**src/rtl/qam_pkg.sv**
```systemverilog
// Shared definitions for the QAM symbol controller: mode codes, FSM states, bits-per-symbol helper.
// Latency: n/a (types and pure functions only).
// Backpressure: n/a.
package qam_pkg;

    // Modulation order as driven on the mode port. The reserved code is mapped as BPSK.
    typedef enum logic [1:0] {
        MODE_BPSK  = 2'd0,
        MODE_QPSK  = 2'd1,
        MODE_16QAM = 2'd2,
        MODE_RSVD  = 2'd3
    } mode_e;

    typedef enum logic [1:0] {
        ST_COLLECT = 2'd0,
        ST_ISSUE   = 2'd1,
        ST_CAPTURE = 2'd2,
        ST_HOLD    = 2'd3
    } state_e;

    // Widest symbol index (16QAM) and the bit counter wide enough to reach it.
    localparam int SYM_W  = 4;
    localparam int BCNT_W = 3;

    // Bits carried per symbol for a given mode.
    function automatic logic [BCNT_W-1:0] bits_per_mode(input mode_e m);
        case (m)
            MODE_QPSK:  bits_per_mode = 3'd2;
            MODE_16QAM: bits_per_mode = 3'd4;
            default:    bits_per_mode = 3'd1;
        endcase
    endfunction

endpackage

```
**src/rtl/qam_bit_packer.sv**
```systemverilog
// Serial-to-symbol packer: shifts accepted bits MSB-first into a right-justified symbol index.
// Latency: sym_done is combinational with the accept of the last bit; shreg valid the next cycle.
// Backpressure: none internally; the caller only asserts bit_acc when it can take a bit.
//
// Ports:
//   clk, rst      - clock, synchronous active-high reset
//   bit_acc       - a bit is accepted this cycle
//   bit_in        - the bit being accepted
//   mode          - current modulation mode (sampled on the first bit of a symbol)
//   shreg         - packed symbol index, unused upper bits zero
//   active_mode   - mode latched for the symbol in progress
//   sym_done      - this accept completes the symbol
module qam_bit_packer
    import qam_pkg::*;
(
    input  logic             clk,
    input  logic             rst,
    input  logic             bit_acc,
    input  logic             bit_in,
    input  mode_e            mode,
    output logic [SYM_W-1:0] shreg,
    output mode_e            active_mode,
    output logic             sym_done
);

    logic [BCNT_W-1:0] bit_cnt;
    logic              first_bit;
    mode_e             eff_mode;

    // On the first bit the latched mode is not yet updated, so use the live one.
    assign first_bit = (bit_cnt == '0);
    assign eff_mode  = first_bit ? mode : active_mode;
    assign sym_done  = bit_acc && ((bit_cnt + 3'd1) == bits_per_mode(eff_mode));

    always_ff @(posedge clk) begin
        if (rst) begin
            bit_cnt     <= '0;
            shreg       <= '0;
            active_mode <= MODE_BPSK;
        end else if (bit_acc) begin
            if (first_bit) begin
                active_mode <= mode;
                // Start from a clean register so short symbols are right-justified with zero MSBs.
                shreg       <= {{(SYM_W-1){1'b0}}, bit_in};
            end else begin
                shreg       <= {shreg[SYM_W-2:0], bit_in};
            end
            bit_cnt <= sym_done ? '0 : bit_cnt + 3'd1;
        end
    end

endmodule

```
**src/rtl/qam_sym_ctrl.sv**
```systemverilog
// QAM symbol controller: packs serial bits, strobes one mapper, captures and hands off its sample.
// Latency: last bit accepted at t -> sel_x at t+1 -> sym_valid at t+3.
// Backpressure: holds sym_out until sym_ready; bit_ready low from ISSUE through HOLD (no buffering).
//
// Ports:
//   clk, rst                          - clock, synchronous active-high reset
//   mode                              - 0 BPSK, 1 QPSK, 2 16QAM, 3 treated as BPSK
//   bit_in, bit_valid, bit_ready      - serial payload handshake
//   sel_2, sel_4, sel_16              - one-cycle select strobes to the mappers
//   sym_bits                          - symbol index to mappers, right-justified
//   map_out_2, map_out_4, map_out_16  - registered mapper outputs
//   sym_out, sym_valid, sym_ready     - captured sample handshake
//   sym_count                         - symbols handed off, wraps
module qam_sym_ctrl
    import qam_pkg::*;
#(
    parameter int DATA_W = 32,
    parameter int CNT_W  = 16
) (
    input  logic              clk,
    input  logic              rst,
    input  logic [1:0]        mode,
    input  logic              bit_in,
    input  logic              bit_valid,
    output logic              bit_ready,
    output logic              sel_2,
    output logic              sel_4,
    output logic              sel_16,
    output logic [SYM_W-1:0]  sym_bits,
    input  logic [DATA_W-1:0] map_out_2,
    input  logic [DATA_W-1:0] map_out_4,
    input  logic [DATA_W-1:0] map_out_16,
    output logic [DATA_W-1:0] sym_out,
    output logic              sym_valid,
    input  logic              sym_ready,
    output logic [CNT_W-1:0]  sym_count
);

    state_e            state_q;
    state_e            state_d;
    logic              bit_acc;
    logic              sym_done;
    logic [SYM_W-1:0]  shreg;
    mode_e             active_mode;
    logic [DATA_W-1:0] map_sel;

    assign bit_acc = bit_valid && bit_ready;

    qam_bit_packer u_packer (
        .clk         (clk),
        .rst         (rst),
        .bit_acc     (bit_acc),
        .bit_in      (bit_in),
        .mode        (mode_e'(mode)),
        .shreg       (shreg),
        .active_mode (active_mode),
        .sym_done    (sym_done)
    );

    // State register
    always_ff @(posedge clk) begin
        if (rst) begin
            state_q <= ST_COLLECT;
        end else begin
            state_q <= state_d;
        end
    end

    // Next-state logic
    always_comb begin
        state_d = state_q;
        case (state_q)
            ST_COLLECT: if (sym_done) state_d = ST_ISSUE;
            ST_ISSUE:   state_d = ST_CAPTURE;
            ST_CAPTURE: state_d = ST_HOLD;
            ST_HOLD:    if (sym_ready) state_d = ST_COLLECT;
            default:    state_d = ST_COLLECT;
        endcase
    end

    // Outputs. Everything is qualified with !rst so a reset landing in ISSUE or HOLD
    // produces no strobe or valid during the reset cycle itself.
    always_comb begin
        bit_ready = 1'b0;
        sel_2     = 1'b0;
        sel_4     = 1'b0;
        sel_16    = 1'b0;
        sym_valid = 1'b0;
        sym_bits  = '0;
        if (!rst) begin
            bit_ready = (state_q == ST_COLLECT);
            sym_valid = (state_q == ST_HOLD);
            // Partial symbols are not shown to the mappers while still collecting.
            if (state_q != ST_COLLECT) begin
                sym_bits = shreg;
            end
            if (state_q == ST_ISSUE) begin
                case (active_mode)
                    MODE_QPSK:  sel_4  = 1'b1;
                    MODE_16QAM: sel_16 = 1'b1;
                    default:    sel_2  = 1'b1;
                endcase
            end
        end
    end

    // Pick the mapper that was strobed for this symbol.
    always_comb begin
        case (active_mode)
            MODE_QPSK:  map_sel = map_out_4;
            MODE_16QAM: map_sel = map_out_16;
            default:    map_sel = map_out_2;
        endcase
    end

    always_ff @(posedge clk) begin
        if (rst) begin
            sym_out   <= '0;
            sym_count <= '0;
        end else begin
            if (state_q == ST_CAPTURE) begin
                sym_out <= map_sel;
            end
            if ((state_q == ST_HOLD) && sym_ready) begin
                sym_count <= sym_count + CNT_W'(1);
            end
        end
    end

endmodule

```
**config.mk**
```make
export PLATFORM = sky130hd
export DESIGN_NAME = qam_sym_ctrl
export DESIGN_NICKNAME = d
export VERILOG_FILES = /design/src/rtl/qam_pkg.sv /design/src/rtl/qam_bit_packer.sv /design/src/rtl/qam_sym_ctrl.sv
export SDC_FILE = /design/constraint.sdc
export NUM_CORES = 1
export LEC_CHECK = 0
export CORE_ASPECT_RATIO = 0.9
export CORE_MARGIN = 5
export CORE_UTILIZATION = 44
export CTS_BUF_LIST = sky130_fd_sc_hd__clkbuf_16
export DETAILED_ROUTE_END_ITERATION = 6
export PLACE_DENSITY = 0.89
export SKIP_CTS_REPAIR_TIMING = 1
export SLEW_MARGIN = 10
export SYNTH_ARGS = -nofsm -noshare
export SYNTH_HDL_FRONTEND = slang
export SYNTH_HIERARCHICAL = 1
export SYNTH_SLANG_ARGS = --single-unit
```
**constraint.sdc**
```tcl
create_clock -name clk -period 6 [get_ports clk]
set_input_delay 1.2 -clock clk [delete_from_list [all_inputs] [get_ports clk]]
set_output_delay 1.2 -clock clk [all_outputs]
set_load 0.02 [all_outputs]
```
==> out/metrics.yaml <==
outcome: "finished, final reports clean"
synth-async-reset-ratio_pct: 0
syn_area_per_cell_sq_um: 8.181
synth_ff_type: "dfxtp_1"
routed_via_density: 5.184
wl_microns: 10170
setup_viol_count_final: 0
worstMarginPinSlew_ps: 998.7
grt_max_degree: 66
whs_path_depth: 2
drt_iter0_markers: 131
antenna_found_initial: 0
yosysWarnings: 6
cap_violations: 0
io_buffers: 159
dieWidth_microns: 99.53
track_usage_pct: 22.03
yosysSeqAreaShare_pct: 37.21
skew_ps: 3.438
tns_ps: 0
wl_per_cell_microns: 16.12
min_period_over_period_pct: 69.00
ys_ff_latch: 59
crit_required_ps: 4800
grt_pass1_wl_microns: 16020
cpLargestDelayFamily: "buffers and inverters"
root_buffer: "clkbuf_16"
start_util_pct: 45.09
clkTransAtPathRegs_ps: 50
cts_htree_levels: 3
drive_above_1_share_pct: 4.647
row_count: 29
dp.final_hpwl_microns: 7771
critPathBufInv: 3
p_leak_nw: 1.816
final_core_util_pct: 72.50
synth_area_sq_um: 3174
cts_buffers: 9
netlist_top_cells_count: "dfxtp_1, nor2_1, nand2_1"
max_freq_mhz: 241.6
post-route-drc-count: 0
place_congestion: 0.9070
slew_violations: 0
worstSetupPathType: "input pin to output port"
r2r_cells: 13
synth_top_area_share_pct: 37.21
final_nets: 647
start_kind: "input pin"
period_needed_ps: 4140
grt_pass1_vias: 3267
die_y_microns: 90.58
synth_cell_types: 35
power.density_nw_per_um2: 266.2
syn_inst: 388
cp_slowest_cell: "clkdlybuf4s50_1"
synth.most_common_cell: "dfxtp_1"
antenna_cells: 0
cts_tree: "yes"
end_kind: "output port"
rsz0062_at_grt: "no"
path_cells: "buf_2 > buf_4 > nor2_1 > and2_1 > clkdlybuf4s50_1"
peakVddDrop_mv: 0.1893
ant_nets: 0
crit_arrival_ps: 2940
hold_path_class: "flip-flop to flip-flop"
cts.path.max_buffers: 2
hold_viol: 0
relSlewSlack_pct: 33.42
fp.coreArea_sq_um: 7039
vias: 3271
design.die.area_sq_um: 9015
crit_path_max_incr_delay_ps: 530
cts.sinks: 59
grt_overflow_total: 0
critPathMaxFanout: 34
synth_area_leaders: "dfxtp_1, mux2i_1, a22oi_1"
ios: 160
cp.depth: 5
synth_nets: 502
synth_edf_count: 0
clk_latency_ps: 320
drtPass1Iterations: 4
yosys.area.top_type: "dfxtp_1"
synthToLayoutAreaGrowth_pct: 60.78
worst paths after layout:
check	endpoint	start	slack (ps)
worst min-delay path	u_packer/shreg[3]	u_packer/shreg[3]	470
worst max-delay path	sym_bits[3]	rst	1860
worst min register to register	u_packer/shreg[3]	u_packer/shreg[3]	470
worst max register to register	state_q[1]	u_packer/bit_cnt[0]	3190
cells in the final DEF, fill, tap and decap left out, drive strengths merged:
master         count
a211oi             1
a21oi             10
a22oi             32
a31o               1
and2               9
and3               1
and4               2
buf                3
bufinv             2
clkbuf             9
clkdlybuf4s50    158
clkinv             5
dfxtp             59
ha                11
inv               13
mux2               2
mux2i             36
nand2             41
nand2b             5
nand3              9
nand3b             1
nand4              6
nor2              51
nor2b              6
nor3               6
nor4               5
o21ai             33
o31ai              1
or2                1
or3                2
or4                1
xnor2             12
xnor3              1
xor2               3
kinds of logic (layout without fill, tap and decap cells):
| group | Yosys count | in the layout | synth area share, % |
|---|---|---|---|
| multiplexers | 38 | 38 | 12.06 |
| AND/OR/NAND/NOR | 146 | 146 | 21.72 |
| XOR/XNOR | 16 | 16 | 4.848 |
| adder cells (fa/ha/maj) | 11 | 11 | 4.336 |
| buffers and inverters | 40 | 190 | 4.730 |
| flip-flops | 59 | 59 | 37.21 |
| AO/OA/AOI/OAI | 78 | 78 | 15.10 |
flip-flops by register name, summed over array words and instances (netlist names):
| signal | flops |
|---|---|
| u_packer/bit_cnt | 3 |
| state_q | 2 |
| u_packer/active_mode | 2 |
| u_packer/shreg | 4 |
| sym_count | 16 |
| sym_out | 32 |
layer usage:
layer  vias up  track usage (%)  wire length, microns
met4         0            6.485                   173
met3        15            5.328                   526
met2        86            40.72                  5487
li1       1636                -                     -
met5         -                0                     0
met1      1534            24.68                  3984
per-stage QoR:
step	std cells	worst slack, ps	hold WS, ps	instance area [sq um]	power [W]
detailed placement	615	1828	458.6	4796	0.0008377
global route	631	1677	492.7	5104	0.001422
global placement	615	1876	455.6	4796	0.0008220
finish	631	1860	467.7	5104	0.001359
floorplan	388	2886	441.7	3174	0.0006765
CTS	631	1823	467.8	5104	0.001367
worst reg2reg max path, delay by kind of cell (launching register included):
kind	cells	cell delay (ps)
simple gates	4	720
mux	2	540
fa+ha+maj	2	490
flops	1	350
compound gates	1	220
buf+inv	3	190
xor+xnor	1	190
area by class of cell:
class | count | area (sq um)
tap | 93 | 116.4
fill | 539 | 1936
clock buffer | 9 | 225.2
inverter | 13 | 48.80
multi-input combinational | 289 | 1848
timing repair buffer | 161 | 1602
clock inverter | 7 | 82.58
sequential | 59 | 1181
where the power goes:
part / total (W) / leakage (nW) / switching [W] / internal [W]
Sequential: 0.000438 / 0.476 / 0.0000194 / 0.000419
Combinational: 0.000396 / 1.19 / 0.000204 / 0.000192
Clock: 0.000525 / 0.154 / 0.000167 / 0.000357
Total: 0.00136 / 1.82 / 0.000390 / 0.000968
Power figures use the tool's default switching activity.
